## src/rtl/tcp_misc_pkg.sv

```systemverilog
// Purpose: shared TCP engine types: scheduler command, pend-dispatch record, command enum.
// Latency: n/a (types, constants and one pure helper function).
// Backpressure: n/a.
package tcp_misc_pkg;

   localparam int MAX_TCP_FLOWS = 16;
   localparam int FLOWID_W      = $clog2(MAX_TCP_FLOWS);
   localparam int SCHED_TS_W    = 16;

   // Pend-kind bit positions inside a 3-bit pend vector {ack, data, rt}.
   localparam int PEND_KINDS = 3;
   localparam int PEND_ACK   = 2;
   localparam int PEND_DATA  = 1;
   localparam int PEND_RT    = 0;

   typedef enum logic [1:0] {
      NOP   = 2'd0,
      SET   = 2'd1,
      CLEAR = 2'd2
   } sched_cmd_e;

   typedef struct packed {
      sched_cmd_e              cmd;
      logic [SCHED_TS_W-1:0]   timestamp;
   } sched_set_clear_struct;

   typedef struct packed {
      logic [FLOWID_W-1:0]     flowid;
      sched_set_clear_struct   ack_pend_set_clear;
      sched_set_clear_struct   data_pend_set_clear;
      sched_set_clear_struct   rt_pend_set_clear;
   } sched_cmd_struct;

   typedef struct packed {
      logic [FLOWID_W-1:0]     flowid;
      logic                    ack_pend;
      logic                    data_pend;
      logic                    rt_pend;
   } tx_pend_struct;

   // Next value of one pend bit under a SET/CLEAR/NOP command.
   function automatic logic apply_pend_cmd(input logic cur, input sched_cmd_e cmd);
      case (cmd)
         SET:     return 1'b1;
         CLEAR:   return 1'b0;
         default: return cur;
      endcase
   endfunction

endpackage

```

## src/rtl/sched_pend_table.sv

```systemverilog
// Purpose: per-flow {ack,data,rt} pend flops with command decode and dispatch clear-mask.
// Latency: command or clear applied at the next clk edge; o_pend is the registered table.
// Backpressure: none; every command and clear is applied in the cycle it is presented.
// Ports: clk/rst; i_cmd_vld + i_cmd (one command per cycle); i_clr_vld + i_clr_flowid +
//        i_clr_mask (handshake clear of snapshotted bits); o_pend (whole table, flow-major).
module sched_pend_table
   import tcp_misc_pkg::*;
#(
   parameter int NUM_FLOWS = MAX_TCP_FLOWS
) (
   input  logic                                  clk,
   input  logic                                  rst,
   input  logic                                  i_cmd_vld,
   input  sched_cmd_struct                       i_cmd,
   input  logic                                  i_clr_vld,
   input  logic [FLOWID_W-1:0]                   i_clr_flowid,
   input  logic [PEND_KINDS-1:0]                 i_clr_mask,
   output logic [NUM_FLOWS-1:0][PEND_KINDS-1:0]  o_pend
);

   logic [NUM_FLOWS-1:0][PEND_KINDS-1:0] r_pend;
   logic [NUM_FLOWS-1:0][PEND_KINDS-1:0] w_pend_nxt;
   sched_cmd_e                           w_kind_cmd [PEND_KINDS];
   logic                                 w_unused_ts;

   assign w_kind_cmd[PEND_ACK]  = i_cmd.ack_pend_set_clear.cmd;
   assign w_kind_cmd[PEND_DATA] = i_cmd.data_pend_set_clear.cmd;
   assign w_kind_cmd[PEND_RT]   = i_cmd.rt_pend_set_clear.cmd;

   // Timestamps are carried on the interface but not used by this revision.
   assign w_unused_ts = ^{i_cmd.ack_pend_set_clear.timestamp,
                          i_cmd.data_pend_set_clear.timestamp,
                          i_cmd.rt_pend_set_clear.timestamp};

   // The clear is applied first and the command second, so a SET or CLEAR in the
   // handshake cycle overrides the clear; NOP keeps the (possibly cleared) value.
   // A flowid >= NUM_FLOWS matches no row, so it is dropped without extra logic.
   always_comb begin
      w_pend_nxt = r_pend;
      for (int f = 0; f < NUM_FLOWS; f++) begin
         for (int k = 0; k < PEND_KINDS; k++) begin
            if (i_clr_vld && (i_clr_flowid == FLOWID_W'(f)) && i_clr_mask[k])
               w_pend_nxt[f][k] = 1'b0;
            if (i_cmd_vld && (i_cmd.flowid == FLOWID_W'(f)))
               w_pend_nxt[f][k] = apply_pend_cmd(w_pend_nxt[f][k], w_kind_cmd[k]);
         end
      end
   end

   always_ff @(posedge clk) begin
      if (rst) r_pend <= '0;
      else     r_pend <= w_pend_nxt;
   end

   assign o_pend = r_pend;

endmodule

```

## src/rtl/tx_sched_pend_eng.sv

```systemverilog
// Purpose: per-flow pend-bit scheduler; round-robin scans flows and dispatches pending ones.
// Latency: SET visible to the scanner next cycle; best case dispatch valid 2 cycles after SET.
// Backpressure: commands never stalled (rdy=1 out of reset); dispatch held until rdy.
// Ports: clk/rst; src_tx_sched_cmd_val/_data in, tx_sched_src_cmd_rdy out;
//        tx_sched_dispatch_val/_data out, dispatch_tx_sched_rdy in.
module tx_sched_pend_eng
   import tcp_misc_pkg::*;
#(
   parameter int NUM_FLOWS = MAX_TCP_FLOWS
) (
   input  logic             clk,
   input  logic             rst,
   input  logic             src_tx_sched_cmd_val,
   input  sched_cmd_struct  src_tx_sched_cmd_data,
   output logic             tx_sched_src_cmd_rdy,
   output logic             tx_sched_dispatch_val,
   output tx_pend_struct    tx_sched_dispatch_data,
   input  logic             dispatch_tx_sched_rdy
);

   typedef enum logic {
      SCAN     = 1'b0,
      DISPATCH = 1'b1
   } state_e;

   state_e                                r_state, w_state_nxt;
   logic [FLOWID_W-1:0]                   r_idx, w_idx_nxt, w_idx_inc;
   tx_pend_struct                         r_disp, w_disp_nxt;
   logic [NUM_FLOWS-1:0][PEND_KINDS-1:0]  w_pend;
   logic [PEND_KINDS-1:0]                 w_idx_pend;
   logic                                  w_cmd_acc;
   logic                                  w_hs;

   assign tx_sched_src_cmd_rdy = ~rst;
   assign w_cmd_acc            = src_tx_sched_cmd_val & tx_sched_src_cmd_rdy;

   sched_pend_table #(.NUM_FLOWS(NUM_FLOWS)) u_table (
      .clk          (clk),
      .rst          (rst),
      .i_cmd_vld    (w_cmd_acc),
      .i_cmd        (src_tx_sched_cmd_data),
      .i_clr_vld    (w_hs),
      .i_clr_flowid (r_disp.flowid),
      .i_clr_mask   ({r_disp.ack_pend, r_disp.data_pend, r_disp.rt_pend}),
      .o_pend       (w_pend)
   );

   // Row select written as a compare loop so the index width never has to match
   // the table depth exactly.
   always_comb begin
      w_idx_pend = '0;
      for (int f = 0; f < NUM_FLOWS; f++) begin
         if (r_idx == FLOWID_W'(f)) w_idx_pend = w_pend[f];
      end
   end

   assign w_idx_inc = (r_idx == FLOWID_W'(NUM_FLOWS - 1)) ? '0 : r_idx + 1'b1;

   always_comb begin
      w_state_nxt           = r_state;
      w_idx_nxt             = r_idx;
      w_disp_nxt            = r_disp;
      w_hs                  = 1'b0;
      tx_sched_dispatch_val = 1'b0;
      case (r_state)
         SCAN: begin
            if (|w_idx_pend) begin
               w_disp_nxt.flowid    = r_idx;
               w_disp_nxt.ack_pend  = w_idx_pend[PEND_ACK];
               w_disp_nxt.data_pend = w_idx_pend[PEND_DATA];
               w_disp_nxt.rt_pend   = w_idx_pend[PEND_RT];
               w_state_nxt          = DISPATCH;
            end else begin
               w_idx_nxt = w_idx_inc;
            end
         end
         DISPATCH: begin
            // Valid is gated by rst so it drops in the reset cycle itself.
            tx_sched_dispatch_val = ~rst;
            w_hs                  = ~rst & dispatch_tx_sched_rdy;
            if (w_hs) begin
               w_idx_nxt   = w_idx_inc;
               w_state_nxt = SCAN;
            end
         end
         default: w_state_nxt = SCAN;
      endcase
   end

   always_ff @(posedge clk) begin
      if (rst) begin
         r_state <= SCAN;
         r_idx   <= '0;
         r_disp  <= '0;
      end else begin
         r_state <= w_state_nxt;
         r_idx   <= w_idx_nxt;
         r_disp  <= w_disp_nxt;
      end
   end

   assign tx_sched_dispatch_data = r_disp;

endmodule

```

## config.mk

```make
export PLATFORM = sky130hd
export DESIGN_NAME = tx_sched_pend_eng
export DESIGN_NICKNAME = d
export VERILOG_FILES = /design/src/rtl/tcp_misc_pkg.sv /design/src/rtl/sched_pend_table.sv /design/src/rtl/tx_sched_pend_eng.sv
export SDC_FILE = /design/constraint.sdc
export NUM_CORES = 1
export LEC_CHECK = 0
export BUFFER_PORTS_ARGS = -buffer_cell sky130_fd_sc_hd__buf_2
export CAP_MARGIN = 20
export CORE_MARGIN = 3
export CORE_UTILIZATION = 45
export CTS_CLUSTER_DIAMETER = 30
export DETAILED_ROUTE_END_ITERATION = 10
export MAX_ROUTING_LAYER = met4
export PLACE_DENSITY = 0.74
export SYNTH_ARGS = -nofsm -noshare
export SYNTH_HDL_FRONTEND = slang
export SYNTH_SLANG_ARGS = --single-unit
```

## constraint.sdc

```tcl
create_clock -name clk -period 3 [get_ports clk]
set_input_delay 0.45 -clock clk [delete_from_list [all_inputs] [get_ports clk]]
set_output_delay 0.45 -clock clk [all_outputs]
set_load 0.02 [all_outputs]
```

==> results.md <==
Critical path:
- The largest individual stage delay along the critical path comes from the cell o31ai_4.
- The kind of capture point of the worst setup path is a flop.
- The cell family contributing the most delay on the critical path is compound AO/OA/AOI/OAI gates.
- The capturing point of the worst reg2reg path is tx_sched_dispatch_data[5].
- The source of the critical timing path is r_idx[1].
- The origin of the critical flop-to-flop path is r_idx[1].
- The number of cells on the critical path is 11.
- The path depth of the worst reg2reg path is 11.
- By instance count, the cell type seen most on the critical path is buf_4.
- In this run the worst setup path terminates at tx_sched_dispatch_data[5].
- The category of the worst setup path launch point is a flop.
- The critical path is of the flop to flop type.
- The critical path's largest stage delay is 0.44 ns.
- The arrival time of the worst setup path is 3.04 ns.
- Setup slack on the worst reg-to-reg path comes out at 0.19 ns.
- The number of buffers and inverters on the critical path is 3.
- The signal on the critical path passes through inv_1 > ha_1 > buf_4 > buf_4 > a221oi_2 > o22ai_1 > a31oi_1 > o22ai_2 > o31ai_4 > mux2i_1 > nor2_1.
- The worst-path maximum fanout is 10.
- Data on the critical path is required at its endpoint by ~3.2 ns.

Layout:
- In the final layout, flip-flops and latches occupy roughly 1200 µm².
- Counting the fill cells in the layout gives 790.
- The layout-stage area growth over the synthesis result is 10.7%.
- For this run, the number of standard cells in the final layout without fillers is 649.
- For this run, the post-layout net count is slightly above 600.
- The number of antenna diodes in the final layout is 0.
- The fraction of layout instances using a drive strength above 1 is 0.139.
- The combined area of the multi-input logic cells is 2290 µm².

Global routing:
- The first global-routing pass estimated 18700 µm of wire.
- The number of global-route vias before repair is 3600.
- The largest net degree at the start of global routing is 36.
- After global routing the overflow that remains totals 0.
- The overall global routing resource usage is 0.254.
- The number of antenna violations at the first check in global routing is 0.

Power:
- The power spent charging and discharging nets is 0.000987 W.
- For this design the static power due to leakage is 1.51 nW.
- Of the total power, the share spent switching nets is 0.388.
- Dividing total power by cell area gives a power density of 608 nW/µm².
- Internal power comes to 0.00155 W.
- The fraction of power consumed by combinational cells is 0.382.
- Of the total power, the clock network draws 0.245.
- The proportion of power drawn by flip-flops and latches is 0.373.
- IR analysis of the VDD net gives a maximum drop of 238 µV.

STA:
- Of the available clock period, the critical path in the final layout requires 0.936.
- The final total negative setup slack is 0 ns.
- The final setup skew is between 0.006 and 0.007 ns.
- The max-slew violation total from the final report was 0.
- Setup repair after global routing left no endpoint under its margin.
- The count of endpoints failing setup in the final report is 0.
- Static timing analysis puts the maximum clock frequency at between 0.3 and 0.4 GHz.
- The final hold violation count was 0.
- At the pin with the least slew margin, the transition time is about 0.86 ns.
- The tightest slew margin relative to the limit is 0.429.
- For the finished layout, the period the worst path requires is 2.81 ns.

Run status:
- The flow ran to the end, and the final reports show no timing, DRC or antenna violations.

Die:
- The core outline area is 7930 µm².
- around 70 I/O pins were placed.
- For this configuration, the core starts out at a cell density of 0.476.
- The floorplan has 32 rows.
- The total die area is 9530 µm².
- From left edge to right edge, the die measures 97.6 µm.
- In this run the vertical extent of the chip is 97.6 µm.

Clock network:
- Buffers inserted during clock tree synthesis total 9.
- The clock edge transition at the registers on the reported setup and hold paths is approximately 0.07 ns.
- The clock tree from TritonCTS is done.
- For the worst-skew pair, the clock arrives at the later sink with an insertion delay of between 0.3 and 0.4 ns.
- CTS saw 60 sinks.
- The CTS root buffer is clkbuf_8.
- The H-tree was split into 3 levels.
- The worst-case clock buffer depth is 2.

Logic synthesis:
- The mean cell area of the mapped netlist is 7.18 µm².
- Synthesis inferred 60 register bits.
- The gate count of the mapped netlist is 526.
- The most common flop cell mapped by yosys is dfxtp_1.
- The synthesized net count is 595.
- The unique cell type count in the Yosys netlist is between 50 and 60.
- The warning count from the yosys run is 0.
- Counting flops with a built-in enable in the synthesized netlist gives 0.
- The fraction of registers with async set or reset after synthesis is 0.
- The portion of the post-synthesis area used by sequential elements is 0.318.
- The mapped netlist covers 3780 µm².

Run:
- Max-cap violations in this run came to 0.

Detailed routing:
- The average wire length per cell after detail routing is roughly 18 µm.
- The total wirelength of the detailed-routed design is roughly 12000 µm.
- The vias after detailed routing is between 3000 and 4000.
- The detailed-route DRC error count is 0.
- The detailed router finished its first iteration with 317 violations.
- The via-per-instance ratio is around 6.1.
- The remaining antenna violation count is 0.
- The first detailed-routing pass took 5 iterations.

Place:
- Detailed placement ended at an HPWL of 8440 µm.
- The routability congestion estimate from global placement is 1.05.
- The count of buffers inserted at the top-level ports is 22.
- The number of placed instances, taps included, is 634.

Worst hold path:
- The worst min-delay path category is flop to flop.
[what timing repair did]
item                       in CTS  in global routing
setup buffers                   0                  1
hold endpoints to repair        0                  0
gates resized for setup         0                  5
hold buffers                    0                  0
setup endpoints to repair       0                  6
[flip-flops by register name, summed over array words and instances, names as in the netlist]
name	flops
u_table.o_pend	48
tx_sched_dispatch_data	7
r_idx	4
r_state	1
[kinds of logic after synthesis]
family                   after synthesis  synth area share
flip-flops                            60             0.318
multiplexers                           8            0.0215
buffers and inverters                 72            0.0838
AO/OA/AOI/OAI                        129             0.242
AND/OR/NAND/NOR                      250             0.312
adder cells (fa/ha/maj)                7            0.0232
[synth_stat cells (all sizes together) (3+ instances only)]
master / instances / area share
o22ai: 4 / 0.0099
nand3: 7 / 0.0093
nor3: 5 / 0.0066
nor3b: 5 / 0.0099
ha: 7 / 0.023
a211oi: 27 / 0.054
nand2b: 7 / 0.016
nor2b: 9 / 0.015
a221oi: 4 / 0.016
buf: 14 / 0.026
nand3b: 31 / 0.062
dfxtp: 60 / 0.32
inv: 36 / 0.036
o21ai: 8 / 0.011
a211o: 4 / 0.0093
clkbuf: 22 / 0.022
a31oi: 3 / 0.0050
mux2i: 7 / 0.019
nor2: 100 / 0.10
nand2: 78 / 0.078
a22oi: 3 / 0.0060
a21oi: 57 / 0.077
[metal layers]
metal  up-vias  track usage  wire length, µm
met1      1876        0.335             5140
met2       190        0.383             5360
met4         0       0.0895              320
met3        29       0.0538             1020
li1       1842            -                -
met5         -            -                0
[worst register-to-register path, stage by stage (launching register included)]
cell,delay (ns)
dfxtp_2,0.40
inv_1,0.08
ha_1,0.28
buf_4,0.21
buf_4,0.16
a221oi_2,0.24
o22ai_1,0.10
a31oi_1,0.24
o22ai_2,0.20
o31ai_4,0.45
mux2i_1,0.27
nor2_1,0.05
[per-stage QoR]
stage	hold WS, ns	util	setup slack [ns]	power [W]	cell area (µm²)
2_1_floorplan	0.458	-	0.526	0.00156	3780
3_3_place_gp	0.476	0.502	0.145	0.00185	3980
3_5_place_dp	0.483	0.502	0.0626	0.00187	3980
4_1_cts	0.491	0.522	0.0495	0.00249	4140
5_1_grt	0.516	0.527	0.0366	0.00265	4180
6_report	0.492	0.527	0.193	0.00254	4180
[power groups by stage]
stage	logic, W	clock network, W	registers (W)
2_1_floorplan	0.000638	0	0.000919
3_3_place_gp	0.000898	0	0.000956
3_5_place_dp	0.000914	0	0.000959
4_1_cts	0.000917	0.000630	0.000943
5_1_grt	0.00103	0.000668	0.000955
6_report	0.000970	0.000624	0.000948
[layout by cell type (no fill, tap or decap), drive strengths merged, types with 2 or more instances in the layout]
| cell type | instances |
|---|---|
| a211o | 4 |
| a211oi | 27 |
| a21oi | 57 |
| a221oi | 4 |
| a22oi | 3 |
| a31oi | 3 |
| buf | 43 |
| clkbuf | 11 |
| clkinv | 3 |
| dfxtp | 60 |
| ha | 7 |
| inv | 36 |
| mux2i | 7 |
| nand2 | 78 |
| nand2b | 7 |
| nand3 | 7 |
| nand3b | 31 |
| nor2 | 100 |
| nor2b | 9 |
| nor3 | 5 |
| nor3b | 5 |
| nor4b | 2 |
| o21ai | 8 |
| o22ai | 4 |
| o32ai | 2 |
| o41ai | 2 |
[how the worst min path moves through the flow]
| stage | from | end | slack (ns) | cells after the start |
|---|---|---|---|---|
| global placement | u_table.o_pend[7] | u_table.o_pend[7] | 0.48 | 2 |
| detailed placement | u_table.o_pend[26] | u_table.o_pend[26] | 0.48 | 2 |
| floorplan | u_table.o_pend[7] | u_table.o_pend[7] | 0.46 | 2 |
| CTS | u_table.o_pend[26] | u_table.o_pend[26] | 0.49 | 2 |
| finish | u_table.o_pend[26] | u_table.o_pend[26] | 0.49 | 2 |
| global route | u_table.o_pend[44] | u_table.o_pend[44] | 0.52 | 2 |
[final cells by class]
cell class	count	share of cell area
well taps	102	0.0305
flip-flops and latches	60	0.288
multi-input cells	394	0.548
inverters	36	0.0323
repair buffers	43	0.0641
clock inverters	3	0.00359
clock buffers	11	0.0338
Power figures use the tool's default switching activity.
